==> src/rtl/turn_scheduler.sv <==
// Two-player turn scheduler for a 4x4 board: arbitrates move requests, issues
// board write/clear commands and enforces a per-turn frame timeout.
module turn_scheduler #(
    parameter int unsigned TIMEOUT_FRAMES = 600,
    parameter int unsigned FIRST_PLAYER   = 1
) (
    input  logic        clk,
    input  logic        reset,
    input  logic        start,
    input  logic        abort,
    input  logic        frame_tick,
    input  logic        p1_req,
    input  logic        p2_req,
    input  logic [3:0]  p1_cell,
    input  logic [3:0]  p2_cell,
    input  logic [15:0] board_occ,
    output logic        wr_en,
    output logic [3:0]  wr_cell,
    output logic [1:0]  wr_who,
    output logic        board_clr,
    output logic        p1_ack,
    output logic        p1_nak,
    output logic        p2_ack,
    output logic        p2_nak,
    output logic [1:0]  who,
    output logic        timeout
);

    typedef enum logic [2:0] {StIdle, StP1Turn, StP2Turn, StCommit, StFull} state_e;

    localparam state_e     FirstTurn   = (FIRST_PLAYER == 2) ? StP2Turn : StP1Turn;
    localparam logic [9:0] TimeoutLast = 10'(TIMEOUT_FRAMES - 1);

    state_e      state_q, state_d;
    logic [9:0]  timer_q, timer_d;
    logic [3:0]  cell_q, cell_d;
    logic [1:0]  owner_q, owner_d;
    logic        p1_ack_q, p1_ack_d, p1_nak_q, p1_nak_d;
    logic        p2_ack_q, p2_ack_d, p2_nak_q, p2_nak_d;
    logic        clr_q, clr_d, timeout_q, timeout_d;

    logic        is_p1;
    logic        act_req, oth_req, act_ack, act_nak;
    logic [3:0]  act_cell;
    logic [15:0] cell_bit;

    assign cell_bit = 16'd1 << cell_q;

    always_comb begin
        state_d   = state_q;
        timer_d   = timer_q;
        cell_d    = cell_q;
        owner_d   = owner_q;
        p1_ack_d  = 1'b0;
        p1_nak_d  = 1'b0;
        p2_ack_d  = 1'b0;
        p2_nak_d  = 1'b0;
        clr_d     = 1'b0;
        timeout_d = 1'b0;
        is_p1     = (state_q == StP1Turn);
        act_req   = is_p1 ? p1_req : p2_req;
        oth_req   = is_p1 ? p2_req : p1_req;
        act_cell  = is_p1 ? p1_cell : p2_cell;
        act_ack   = 1'b0;
        act_nak   = 1'b0;

        if (abort) begin
            // Abort overrides everything; any request this cycle goes unserved.
            state_d  = StIdle;
            timer_d  = '0;
            p1_nak_d = p1_req;
            p2_nak_d = p2_req;
        end else begin
            unique case (state_q)
                StIdle, StFull: begin
                    p1_nak_d = p1_req;
                    p2_nak_d = p2_req;
                    if (start) begin
                        state_d = FirstTurn;
                        timer_d = '0;
                        clr_d   = 1'b1;
                    end
                end
                StP1Turn, StP2Turn: begin
                    if (act_req && !board_occ[act_cell]) begin
                        act_ack = 1'b1;
                        cell_d  = act_cell;
                        owner_d = is_p1 ? 2'b01 : 2'b10;
                        state_d = StCommit;
                    end else begin
                        act_nak = act_req;
                        if (frame_tick) begin
                            if (timer_q == TimeoutLast) begin
                                timeout_d = 1'b1;
                                timer_d   = '0;
                                state_d   = is_p1 ? StP2Turn : StP1Turn;
                            end else begin
                                timer_d = timer_q + 10'd1;
                            end
                        end
                    end
                    if (is_p1) begin
                        p1_ack_d = act_ack;
                        p1_nak_d = act_nak;
                        p2_nak_d = oth_req;
                    end else begin
                        p2_ack_d = act_ack;
                        p2_nak_d = act_nak;
                        p1_nak_d = oth_req;
                    end
                end
                StCommit: begin
                    p1_nak_d = p1_req;
                    p2_nak_d = p2_req;
                    timer_d  = '0;
                    // board_occ does not yet include this write, so fold it in.
                    if ((board_occ | cell_bit) == 16'hFFFF) begin
                        state_d = StFull;
                    end else begin
                        state_d = (owner_q == 2'b01) ? StP2Turn : StP1Turn;
                    end
                end
                default: state_d = StIdle;
            endcase
        end
    end

    always_ff @(posedge clk or negedge reset) begin
        if (!reset) begin
            state_q   <= StIdle;
            timer_q   <= '0;
            cell_q    <= '0;
            owner_q   <= '0;
            p1_ack_q  <= 1'b0;
            p1_nak_q  <= 1'b0;
            p2_ack_q  <= 1'b0;
            p2_nak_q  <= 1'b0;
            clr_q     <= 1'b0;
            timeout_q <= 1'b0;
        end else begin
            state_q   <= state_d;
            timer_q   <= timer_d;
            cell_q    <= cell_d;
            owner_q   <= owner_d;
            p1_ack_q  <= p1_ack_d;
            p1_nak_q  <= p1_nak_d;
            p2_ack_q  <= p2_ack_d;
            p2_nak_q  <= p2_nak_d;
            clr_q     <= clr_d;
            timeout_q <= timeout_d;
        end
    end

    always_comb begin
        who = 2'b00;
        unique case (state_q)
            StIdle:   who = 2'b00;
            StP1Turn: who = 2'b01;
            StP2Turn: who = 2'b10;
            StCommit: who = owner_q;
            StFull:   who = 2'b11;
            default:  who = 2'b00;
        endcase
    end

    // A same-cycle abort cancels the commit write.
    assign wr_en     = (state_q == StCommit) && !abort;
    assign wr_cell   = wr_en ? cell_q : 4'd0;
    assign wr_who    = wr_en ? owner_q : 2'b00;
    assign board_clr = clr_q;
    assign p1_ack    = p1_ack_q;
    assign p1_nak    = p1_nak_q;
    assign p2_ack    = p2_ack_q;
    assign p2_nak    = p2_nak_q;
    assign timeout   = timeout_q;

endmodule

==> config.mk <==
export PLATFORM = sky130hd
export DESIGN_NAME = turn_scheduler
export DESIGN_NICKNAME = d
export VERILOG_FILES = /design/src/rtl/turn_scheduler.sv
export SDC_FILE = /design/constraint.sdc
export NUM_CORES = 1
export LEC_CHECK = 0
export CORE_ASPECT_RATIO = 1.2
export CORE_MARGIN = 10
export CORE_UTILIZATION = 34
export CTS_CLUSTER_DIAMETER = 30
export CTS_CLUSTER_SIZE = 40
export DETAILED_ROUTE_END_ITERATION = 7
export PLACE_DENSITY = 0.62
export SYNTH_ARGS = -nofsm -noshare
export SYNTH_HDL_FRONTEND = slang
export SYNTH_SLANG_ARGS = --single-unit
==> constraint.sdc <==
create_clock -name clk -period 3 [get_ports clk]
set_clock_uncertainty 0.1 [all_clocks]
set_input_delay 0.75 -clock clk [delete_from_list [all_inputs] [get_ports clk]]
set_output_delay 0.75 -clock clk [all_outputs]
set_load 0.05 [all_outputs]
Word level (Yosys, flattened, before mapping) --
Index checks and enable logic that the tools add are counted. Widths: inputs -> output; s select.
Word-level totals: flip-flop bits (word level) 25, word-level logic and storage cells 85, output and inout port bits 15
Operators by class: reduce and logical (&&, ||, !) cells 12, magnitude comparators 1, bitwise operators 2, add/sub/neg operators 1, shifts and indexed selects 1, mux-type cells 46, equal/unequal tests 12
Operator list (count):
- $mux 10 | 5
- $pmux 10 s3 | 1
- $mux 1 | 23
- $mux 3 | 6
- $eq 16x16->1 const B | 1
- $or 16x16->16 | 1
- $shl 1x4->16 const A | 1
- $add 10x1->10 const B | 1
- $eq 10x10->1 const B | 1
- $ne 3x3->1 const B | 3
- $pmux 3 s3 | 1
- $mux 2 | 4
- $mux 4 | 2
- $ne 4x4->1 const B | 2
- $pmux 2 s4 | 1
- $eq 3x2->1 const B | 2
- $reduce_and 3->1 | 2
- $lt 4x5->1 const B | 1
- $bmux 1 s4 | 1
- $pmux 1 s2 | 2
- $reduce_and 4->1 | 1
- $reduce_bool 4->1 | 1
- $reduce_or 2->1 | 2
- $eq 3x1->1 const B | 1
- other kinds (7) | 9

Longest topological paths before layout --
word-level depth 10, gate-level depth with buffers 9, gate-level depth less buffers 7

Worst setup path before layout --
Ideal clock, no wire load.
kind in2out, from input abort, to output wr_cell[0], cell stages on the path 4, data required time 2150 ps, path slack -20 ps, data arrival time 2170 ps, path buffers 1, cell sequence nor2_1 -> and3_1 -> clkbuf_1 -> and2_1
On the way: word-level cells in the longest chain between the ends 3
RTL lines:
- start: declaration | line 10 | input logic abort,
- $logic_not 1->1 | line 167 | assign wr_en = (state_q == StCommit) && !abort;
- $logic_and 1x1->1 | line 167
- named net wr_en | line 17 | output logic wr_en,
- $mux 4 | line 168 | assign wr_cell = wr_en ? cell_q : 4'd0;
- end: declaration | line 18 | output logic [3:0] wr_cell,
The timed path passes the listed nets, and every way through them passes these cells.

Worst setup path in the final report --
from input abort, to output wr_who[0]
On the way: word-level cells in the longest chain between the ends 3
RTL lines:
- $logic_not 1->1 | line 167
- $logic_and 1x1->1 | line 167
- $mux 2 | line 169 | assign wr_who = wr_en ? owner_q : 2'b00;
- end: declaration | line 19 | output logic [1:0] wr_who,
Every way passes these cells.

==> results.toml <==
[placement]
placedInstanceArea_sq_mm = 0.00281
hpwl_um = 4660
place_congestion = 0.887
port_buffers = 45

[critical_path]
end_kind = "output port"
critPathLaunchType = "primary input"
r2r_cells = 6
path_class = "primary input to output port"
ff2ff_setup_slack_ns = 0.43
critPathMaxFanout = 8
worst_r2r_endpoint = "timer_q[7]$_DFFE_PN0P_"
cp-startpoint = "abort"
worstReg2RegStart = "state_q[2]$_DFFE_PN0P_"
critPathRequiredTime_ns = 2.15
crit_arrival_ns = 2.01

[sta]
drv_slew = 0
fin_setup_tns_ns = 0
final.period_utilization = 0.953
min_period_ns = 2.86
fmax_mhz = 350
worst_pin_slew_ns = 0.564
rsz0062_at_grt = "no"
max_slew_margin = 0.624
setup_viol = 0
worst_hold_slack_ns = 0.404
hold_violations = 0

[route]
vias_per_cell = 5.38
ant_nets = 0
drt-wirelength-per-cell_um = 16.0
routed_wl_um = 5890
num_vias = 1979
drt-pass1-iter-count = 4
drt_iter0_markers = 119
drc = 0

[run]
cap_violations = 0

[grt]
gr-total-overflow = 0
grt_max_degree = 26
grt_pass1_vias = 2048
gr-usage-all-layers = 0.123
grt_pass1_wl_um = 9800
antenna_found_initial = 0

[yosys]
syn_inst = 216
synth_top_area_cell = "dfrtp_1"
synth_enable_flop_cells = 0
syn_nets = 248
synth_seq_cells = 25
async_reset_ff_frac = 1.00
syn_avg_cell_area_sq_um = 9.19
synth.distinct_cells = 52
seq_area_frac_synth = 0.315
synth_common_cells = "dfrtp_1, nand2_1, o21ai_0"
yosysTopAreaCellShare = 0.315
syn_area_sq_mm = 0.00198
synth_top_flop_cell = "dfrtp_1"
netlist_top_cells_area = "dfrtp_1, mux4_2, o31ai_1, mux2i_1, nand2_1"
ys_warn_count = 0

[floorplan]
rows = 30
io_pins = 46
core_area_sq_mm = 0.00567
dieArea_sq_mm = 0.00931
fp.dieW_um = 89.7
die-height_um = 104
start_util = 0.350

[cells_and_area]
nFillCells = 535
n_antenna_cell = 0
area_growth_pct = 44.3
final_core_util = 0.505
nNetsFinal = 321
layout-drive-gt1-share = 0.229
fin_area_sq_mm = 0.00286

[power_and_ir_drop]
seqPwrFrac = 0.284
ir_worst_vdd_v = 0.000189
pwr-share-clk = 0.125
intPower_uw = 935
p_comb_frac = 0.592
switchingPower_uw = 718
p_sw_frac = 0.434
power.density_mw_per_mm2 = 577
p_leak_uw = 0.00127

[worst_hold_path]
min_to = "timer_q[8]$_DFFE_PN0P_"
hp-start = "timer_q[8]$_DFFE_PN0P_"
whs_path_depth = 1
hold_path.class = "register to register"

[clock_network]
cts_tree = "built"
cts_buffers = 3
clk_latency_ns = 0.27
clk_pin_slew_ns = 0.09
clock-root-buffer = "clkbuf_8"
clk_path_buf_depth = 2
clock_sinks = 25
h-tree-depth = 1

[outcome]
status = "finished, final reports clean"
==> metal layers <==
layer,GRT usage,share of wire
met3,0.0274,0.048
met4,0.0347,0.012
met1,0.135,0.41
met5,0,0
met2,0.227,0.52
==> cell type report <==
type | count | area, sq um | area share
sequential | 25 | 626 | 0.219
timing repair buffer | 82 | 798 | 0.279
inverter | 5 | 18.8 | 0.00656
tap | 80 | 100 | 0.0350
clock inverter | 1 | 5.00 | 0.00175
clock buffer | 3 | 41.3 | 0.0144
multi-input combinational | 172 | 1270 | 0.445
==> power groups by stage <==
stage / Clock (uW) / Sequential, uW / Combinational [uW]
after floorplan: 0 / 489 / 610
after global placement: 0 / 473 / 962
after detailed placement: 0 / 474 / 975
after CTS: 214 / 468 / 979
after global routing: 227 / 479 / 1080
final: 206 / 469 / 978
==> cells in the final DEF (no fill, tap or decap), drive strengths merged, types with 2 or more instances in the layout <==
cell type and n:
buf 46, clkdlybuf4s50 34, nand2 25, dfrtp 25
o21ai 17, o31ai 14, mux2i 10, nor2 9
and3 8, mux4 8, and2 8, nor2b 6
inv 5, nand3 5, nand2b 4, a21oi 4
nor3b 4, or2 3, o311a 3, and3b 3
a22o 3, a22oi 3, nand3b 3, clkbuf 3
nand4b 2, nor4b 2, nand4 2, nand4bb 2
a21o 2, o211ai 2, dlymetal6s2s 2, or3 2
==> worst max-delay path: stages <==
cell and delay, ns:
clkdlybuf4s50_1 0.43, nor2_1 0.14, and3_1 0.32, and2_1 0.22, buf_12 0.15
==> worst max path at each step <==
stage | end | slack (ns) | depth (start not counted)
2_1_floorplan | who[0] | 0.15 | 4
3_3_place_gp | timer_q[9]$_DFFE_PN0P_ | -0.21 | 7
3_5_place_dp | timer_q[9]$_DFFE_PN0P_ | -0.31 | 7
4_1_cts | timer_q[7]$_DFFE_PN0P_ | 0.001 | 7
5_1_grt | timer_q[2]$_DFFE_PN0P_ | 0.04 | 8
6_report | wr_who[0] | 0.14 | 5
==> per-stage QoR <==
stage | power, uW | cells | setup slack, ns
6_report | 1650 | 368 | 0.142
4_1_cts | 1660 | 368 | 0.00144
3_3_place_gp | 1430 | 364 | -0.215
3_5_place_dp | 1450 | 364 | -0.310
2_1_floorplan | 1100 | 216 | 0.151
5_1_grt | 1780 | 368 | 0.0389
==> logic make-up after synthesis <==
group / after synthesis / synth area share
and+or+nand+nor: 93 / 0.278
AOI/OAI and AO/OA: 58 / 0.204
DFF: 25 / 0.315
buffers and inverters: 19 / 0.0454
muxes: 19 / 0.147
xor gates and xnor gates: 1 / 0.00441
adders and majority gates: 1 / 0.00630
==> registers in the layout (all words and copies together) (netlist names) <==
signal / count
cell_q: 4
p2_nak: 1
owner_q: 2
board_clr: 1
p1_nak: 1
p1_ack: 1
p2_ack: 1
timeout: 1
state_q: 3
timer_q: 10
==> repair_timing <==
action	4_1_cts	5_1_grt
buffers inserted	0	0
endpoints found under the setup margin	0	19
hold buffers	0	0
gates resized for setup	0	4
Power figures use the tool's default switching activity.
